**src/rtl/led_rgb_sequencer.sv**
```systemverilog
// led_rgb_sequencer: steps a DEPTH-entry pattern table onto the RGB LED core config, holding each entry (dwell+1)*PRESCALE cycles.
// Optional macro LED_SEQ_SYNC_RESET_EN adds led_resetn, driven low during each entry's APPLY cycle.
module led_rgb_sequencer #(
  parameter int DEPTH    = 16,
  parameter int AW       = 4,
  parameter int PRESCALE = 1000
) (
  input  logic          aclk,
  input  logic          aresetn,
  input  logic          wr_en,
  input  logic [AW-1:0] wr_addr,
  input  logic [63:0]   wr_data,
  input  logic [AW:0]   num_entries,
  input  logic          loop_en,
  input  logic          start,
  input  logic          stop,
  output logic          mode_r,
  output logic          mode_g,
  output logic          mode_b,
  output logic          enable_r,
  output logic          enable_g,
  output logic          enable_b,
  output logic          holded_r,
  output logic          holded_g,
  output logic          holded_b,
  output logic [31:0]   duration_r,
  output logic [31:0]   duration_g,
  output logic [31:0]   duration_b,
  output logic          busy,
  output logic [AW-1:0] cur_idx,
`ifdef LED_SEQ_SYNC_RESET_EN
  output logic          led_resetn,
`endif
  output logic          done
);

  localparam int PW = (PRESCALE > 1) ? $clog2(PRESCALE) : 1;
  localparam logic [PW-1:0] PRE_MAX = PW'(PRESCALE - 1);
  localparam logic [AW:0]   DEPTH_N = (AW+1)'(DEPTH);

  typedef enum logic [1:0] {IDLE, LOAD, APPLY, DWELL} state_t;

  state_t        state;
  logic [60:0]   mem [DEPTH];
  logic [60:0]   rd_q;
  logic [AW-1:0] idx;
  logic [19:0]   dwell_cnt;
  logic [PW-1:0] pre;
  logic [2:0]    en_q, md_q, hd_q;
  logic [31:0]   dur_q;
  logic [AW:0]   n_eff, idx_nxt;
  logic          unused_rsvd;

  assign unused_rsvd = ^wr_data[43:41];
  assign n_eff   = (num_entries > DEPTH_N) ? DEPTH_N : num_entries;
  assign idx_nxt = {1'b0, idx} + (AW+1)'(1);

  // Table stores {dwell, holded, mode, enable, duration}; reserved bits are dropped.
  always_ff @(posedge aclk) begin
    if (wr_en) mem[wr_addr] <= {wr_data[63:44], wr_data[40:0]};
    if (state == LOAD) rd_q <= mem[idx];
  end

  always_ff @(posedge aclk or negedge aresetn) begin
    if (!aresetn) begin
      state     <= IDLE;
      idx       <= '0;
      cur_idx   <= '0;
      dwell_cnt <= '0;
      pre       <= '0;
      en_q      <= '0;
      md_q      <= '0;
      hd_q      <= '0;
      dur_q     <= '0;
      done      <= 1'b0;
`ifdef LED_SEQ_SYNC_RESET_EN
      led_resetn <= 1'b1;
`endif
    end else begin
      done <= 1'b0;
`ifdef LED_SEQ_SYNC_RESET_EN
      led_resetn <= 1'b1;
`endif
      if (state != IDLE && stop) begin
        state     <= IDLE;
        cur_idx   <= '0;
        dwell_cnt <= '0;
        pre       <= '0;
        en_q      <= '0;
        md_q      <= '0;
        hd_q      <= '0;
        dur_q     <= '0;
      end else begin
        case (state)
          IDLE: begin
            if (start && !stop) begin
              if (n_eff != '0) begin
                idx   <= '0;
                state <= LOAD;
              end else begin
                done <= 1'b1;
              end
            end
          end
          LOAD: begin
            state <= APPLY;
`ifdef LED_SEQ_SYNC_RESET_EN
            led_resetn <= 1'b0;
`endif
          end
          APPLY: begin
            {dwell_cnt, hd_q, md_q, en_q, dur_q} <= rd_q;
            cur_idx <= idx;
            pre     <= '0;
            state   <= DWELL;
          end
          default: begin
            if (pre == PRE_MAX) begin
              pre <= '0;
              if (dwell_cnt != '0) begin
                dwell_cnt <= dwell_cnt - 20'd1;
              end else if (idx_nxt < n_eff) begin
                idx   <= idx_nxt[AW-1:0];
                state <= LOAD;
              end else if (loop_en) begin
                idx   <= '0;
                state <= LOAD;
              end else begin
                state   <= IDLE;
                done    <= 1'b1;
                cur_idx <= '0;
                en_q    <= '0;
                md_q    <= '0;
                hd_q    <= '0;
                dur_q   <= '0;
              end
            end else begin
              pre <= pre + PW'(1);
            end
          end
        endcase
      end
    end
  end

  // Field bit 2 is red, bit 0 is blue.
  assign {enable_r, enable_g, enable_b} = en_q;
  assign {mode_r, mode_g, mode_b}       = md_q;
  assign {holded_r, holded_g, holded_b} = hd_q;
  assign duration_r = dur_q;
  assign duration_g = dur_q;
  assign duration_b = dur_q;
  assign busy       = (state != IDLE);

endmodule

```
**config.mk**
```make
export PLATFORM = sky130hd
export DESIGN_NAME = led_rgb_sequencer
export DESIGN_NICKNAME = d
export VERILOG_FILES = /design/src/rtl/led_rgb_sequencer.sv
export SDC_FILE = /design/constraint.sdc
export NUM_CORES = 1
export LEC_CHECK = 0
export ABC_CLOCK_PERIOD_IN_PS = 3900
export BUFFER_PORTS_ARGS = -buffer_cell sky130_fd_sc_hd__buf_2
export CAP_MARGIN = 20
export CORE_MARGIN = 5
export CORE_UTILIZATION = 40
export DETAILED_ROUTE_END_ITERATION = 12
export PLACE_DENSITY = 0.62
export SLEW_MARGIN = 10
export SYNTH_ARGS = -nofsm -noshare
export SYNTH_HDL_FRONTEND = slang
export SYNTH_SLANG_ARGS = --single-unit
export TNS_END_PERCENT = 10
```
**constraint.sdc**
```tcl
create_clock -name aclk -period 3.9 [get_ports aclk]
set_input_delay 0.78 -clock aclk [delete_from_list [all_inputs] [get_ports aclk]]
set_output_delay 0.78 -clock aclk [all_outputs]
set_load 0.01 [all_outputs]
```
=== After elaboration in Yosys (flattened, before gate mapping) ===
Memories as Yosys holds them, arrays and structs flattened. A register that Yosys moved wholly into a read port is not among the register bits.
Cells that the tools add are included.

* $add $sub $neg: 3
* Multiply operators: 0
* Div/mod/pow operators: 0
* Magnitude comparators: 2
* Eq/ne operators: 13
* Shift operators: 0
* Muxes and demuxes: 55
* Bitwise logic cells: 2
* Reductions and logical operators: 18

{| class="wikitable"
|+ Operators with widths
! cell !! count
|-
| $mux 32 || 5
|-
| $pmux 32 s2 || 1
|-
| $mux 20 || 3
|-
| $mux 4 || 11
|-
| $pmux 20 s2 || 1
|-
| $mux 3 || 7
|-
| $mux 10 || 2
|-
| $pmux 10 s2 || 1
|-
| $reduce_bool 20->1 || 1
|-
| $sub 20x1->20 const B || 1
|-
| $pmux 3 s2 || 3
|-
| $pmux 4 s2 || 2
|-
| $mux 1 || 11
|-
| $add 10x1->10 const B || 1
|-
| $eq 10x10->1 const B || 1
|-
| $mux 2 || 5
|-
| $reduce_bool 5->1 || 2
|-
| $reduce_bool 3->1 || 3
|-
| $reduce_and 7->1 || 1
|-
| $ne 3x2->1 const B || 2
|-
| $ne 3x3->1 const B || 2
|-
| $pmux 2 s3 || 1
|-
| $add 4x1->5 const B || 1
|-
| $gt 5x5->1 const B || 1
|-
| 18 further kinds || 24
|}

* Register bits: 82
* Bits in latches: 0
* Bits in writable memories: 976
* Bits in read-only memories: 0
* Bits of input ports: 79
* Output and inout bits: 111
* Word-level logic and storage cells: 104
* Memories: 1

{| class="wikitable"
|+ Memory list
! name !! depth !! bits a word !! read ports !! clocked after memory_dff !! write ports !! RTL line !! text
|-
| mem || 16 || 61 || 1 || 1 || 1 || 44 || <nowiki>logic [60:0] mem [DEPTH];</nowiki>
|}

=== Depth between registers and ports, before layout ===
* Depth in word-level cells: 8
* Depth in mapped cells: 12
* Gate-level depth less buffers: 9

=== Worst setup path after synthesis ===
OpenSTA, ideal clock, no wires.

* Path type: input port to flip-flop
* Start: input wr_addr[2]
* End: memory mem[0][0], enable pin
* Arrival: 5.442 ns
* Data required time: 3.344 ns
* Slack: -2.098 ns
* Stages: 2
* Path buffers: 0
* Cell sequence: or3b_2 nor3_1

{| class="wikitable"
|+ RTL lines
! item !! RTL line !! text
|-
| from (decl) || 11 || <nowiki>input logic [AW-1:0] wr_addr,</nowiki>
|-
| to (decl) || 44 ||
|}

Straight into the memory's write port.

=== Worst setup path after layout ===
* Start: register idx[1]
* End: register dur_q[23] (netlist: duration_b[23])

* Longest elaborated chain between the ends: 4

{| class="wikitable"
|+ Ends and longest elaborated chain
! item !! RTL line !! text
|-
| from (decl) || 46 || <nowiki>logic [AW-1:0] idx;</nowiki>
|-
| from (signal assigned) || 123 || <nowiki>idx <= idx_nxt[AW-1:0];</nowiki>
|-
| $add 4x1->5 || 56 || <nowiki>assign idx_nxt = {1'b0, idx} + (AW+1)'(1);</nowiki>
|-
| $lt 5x5->1 || 122 || <nowiki>end else if (idx_nxt < n_eff) begin</nowiki>
|-
| $ne 3x2->1 (no source line) || -- ||
|-
| $reduce_and 5->1 (no source line) || -- ||
|-
| to (signal assigned) || 112 || <nowiki>{dwell_cnt, hd_q, md_q, en_q, dur_q} <= rd_q;</nowiki>
|-
| to (decl) || 50 || <nowiki>logic [31:0] dur_q;</nowiki>
|}

Every way passes these cells.
A chain may end at the register's enable or synchronous reset.

==> results.md <==
* First-pass GRT wire length at around 140 mm
* Hold buffer count at cts at 0
* R2r endpoint: duration_b[23]
* Final setup viols at 0
* Synth area leaders: edfxtp_1, mux4_2, dfrtp_1
* Psw at 6.587 mW
* Clock Path Buffers at 3
* Clk_skew at 26.10 ps
* Pin count of the biggest net entering global routing at 137
* Placeable Area at approximately 110000 µm²
* Cell Rows at 120
* Worst min path class: primary input to async pin
* Clock-pin slew on the worst setup and hold paths at approximately 60 ps
* Reg2reg setup slack at 560 ps
* Die Area at 114200 µm²
* Worst endpoint required time at 4490 ps
* Max transition margin at 32.40%
* Via Count at 19960
* Synth Instances at 1888
* Crit path cell chain: nand3_1 -> xnor2_1 -> ha_1 -> a21o_1 -> a21oi_1 -> a2111oi_4 -> o21ai_4 -> buf_12 -> a22o_1
* Final Critical Period at 3345 ps
* Drt drc at 0
* Synth area leader: edfxtp_1
* Crit Path Category: register to register
* Crit share post-route at 85.76%
* Clk sink count at about 1100
* Switching share of power at 23.51%
* Final net count at 2173
* Top cell type's share of synthesized area at 72.41%
* Post-synth top flop: edfxtp_1
* Port Buf Inserts at 186
* Flop pwr share at 51.2%
* Power per standard cell area at around 570 nW/µm²
* Internal Power at roughly 21 mW
* Antenna Nets Post-Route at 0
* Slew Viols, Final at 0
* CP endpoint kind: register
* Syn. warnings at 0
* Number of cells on the critical path at 9
* Achievable Freq at between 200 and 300 MHz
* Cts bufs inserted at 112
* Logic pwr share at roughly a tenth
* RSZ-0062 raised after global routing: no
* Tot GR Track Use at 16.83%
* 1st-pass router iterations at 5
* Antenna violations before repair at 18
* CP max FO at 30
* Area Growth Syn to Fin at 15.03%
* Post-Syn Area at 43000 µm²
* CP startpoint: idx[1]
* Fillers at 8795
* RD Place Congestion at around 0.77
* # Max-Cap Violations at 0
* Vias in the first global route at between 20000 and 25000
* DR iter-0 viols at between 1500 and 2000
* Final WS setup at 555.4 ps
* CP Launch Type: register
* Worst path arrival time at 3930 ps
* Asr flop ratio synth at 7.328%
* Clock network power share at about two fifths
* Post-CTS sizing at 0
* Count of cell types in the netlist at a little over 60
* CP top delay family: compound AO/OA/AOI/OAI gates
* Final Hold Violating Endpoints at 0
* Setup TNS Final at 0 ps
* Critical path's slowest cell: o21ai_4
* Number of buffers and inverters on the critical path at 1
* Starting Density at between 40% and 50%
* Final WL at around 96 mm
* Place WS at slightly below 500 ps
* FF+latch count, synth at 1119
* Status: complete, no violations
* Worst reg2reg path depth at 9
* Syn Nets at between 1500 and 2000
* Layout cells sized above 1 at 34.05%
* Crit path capture: duration_b[23]
* RR Startpoint: idx[1]
* GRT Residual Overflow at 0
* Post-synth EDFFs at 1037
* Drt wl/cell at roughly 27 µm
* Avg Vias per Cell at 5.561
* Leakage power at 15.79 nW
* Actual slew at the worst max-slew pin at 1014 ps
* CTS tree: done
* Clk root buf: clkbuf_16
* Seq/Total Area, Yosys at 77.19%
* Io pins at 190
* Clk_lat worst skew at between 600 and 700 ps
* Die Ht at 337.9 µm
* Die X at 337.9 µm
* Final Core Density at 46.27%
* Average cell area after synthesis at 22.78 µm²
* Slowest stage delay, CP at 720 ps
* Worst VDD drop at 0.4146 mV
* Detail Placement HPWL at 48.84 mm
* CTS H-tree lvls at 3
* Post-CTS Setup Bufs at 0
[worst min path at each step]
stage,slack [ps],from,to
finish,160,aresetn,duration_b[9]
CTS,150,aresetn,duration_b[9]
detailed placement,460,rd_q[22],duration_b[22]
global placement,460,rd_q[11],duration_b[11]
global route,200,aresetn,duration_b[9]
floorplan,440,rd_q[58],dwell_cnt[17]
[registers in the layout (all words and copies together) (netlist names)]
signal	cells
mem	976
pre	10
duration_b	32
en_q	3
cur_idx	4
rd_q	61
hd_q	3
done	1
state	2
md_q	3
idx	4
dwell_cnt	20
[cell type report]
cell class / instances / area [µm²] / share of cell area [%]
Sequential cell: 1119 / 33210 / 67.13
Inverter: 12 / 45.04 / 0.09106
Timing Repair Buffer: 235 / 1614 / 3.263
Clock buffer: 140 / 2979 / 6.023
Clock inverter: 70 / 815.8 / 1.649
Tap cell: 1403 / 1755 / 3.549
Multi-Input combinational cell: 603 / 9030 / 18.26
Antenna cell: 7 / 17.52 / 0.03541
[power groups by stage]
stage	Sequential, mW	Combinational, mW	Clock [mW]
final	14.3	2.69	11.0
after global routing	14.4	2.92	11.8
after CTS	14.3	2.72	11.2
after detailed placement	14.6	2.71	0
after global placement	14.5	2.64	0
after floorplan	14.5	1.77	0
[cell usage after synthesis, types with 16 or more instances]
cell,instances
edfxtp_1,1037
mux4_2,305
dfrtp_1,82
buf_4,64
a22o_1,48
clkbuf_1,47
nor2_1,34
nand2_1,30
buf_1,20
buf_2,19
nand3_1,18
o21ai_0,17
a21oi_1,16
[placed cells by master (no fill, tap or decap), types with 12 or more instances in the layout]
master / Yosys / routed
dfrtp_1: 82 / 78
buf_12: 0 / 25
edfxtp_1: 1037 / 1037
o21ai_0: 17 / 17
nand2_1: 30 / 30
bufinv_16: 0 / 18
clkinv_1: 0 / 20
mux4_2: 305 / 305
clkbuf_1: 47 / 22
buf_2: 19 / 185
buf_4: 64 / 25
a22o_1: 48 / 48
inv_1: 12 / 12
clkinv_2: 0 / 22
nor2_1: 34 / 22
a21oi_1: 16 / 16
clkbuf_16: 0 / 113
nand3_1: 18 / 18
nor2_4: 0 / 12
[stage by stage]
step	cell area [µm²]	cells	power (mW)	hold WS (ps)
after floorplan	43020	1888	16.26	435.1
after global placement	45640	3371	17.19	460.0
after detailed placement	45640	3371	17.29	458.8
after CTS	49440	3581	28.30	153.9
after global routing	49450	3583	29.07	195.9
final	49460	3589	28.02	161.1
[metal layers]
layer	track usage (%)	part of all wire, %	up-vias	wire, µm
li1	-	-	8376	-
met1	23.08	41	10790	39440
met2	28.90	51	659	48850
met3	2.515	6.0	128	5757
met4	3.805	1.7	2	1646
met5	0	0.021	-	20
[kinds of logic (layout without fill, tap and decap cells)]
logic type,count (synthesis),in the layout,synth area share [%]
flops,1119,1119,77.19
mux,308,308,16.05
buf+inv,166,457,2.133
simple gates,148,148,1.848
compound gates,129,129,2.322
fa+ha+maj,11,11,0.3201
xor+xnor,7,7,0.1426
other cells,0,7,0
Power figures use the tool's default switching activity.
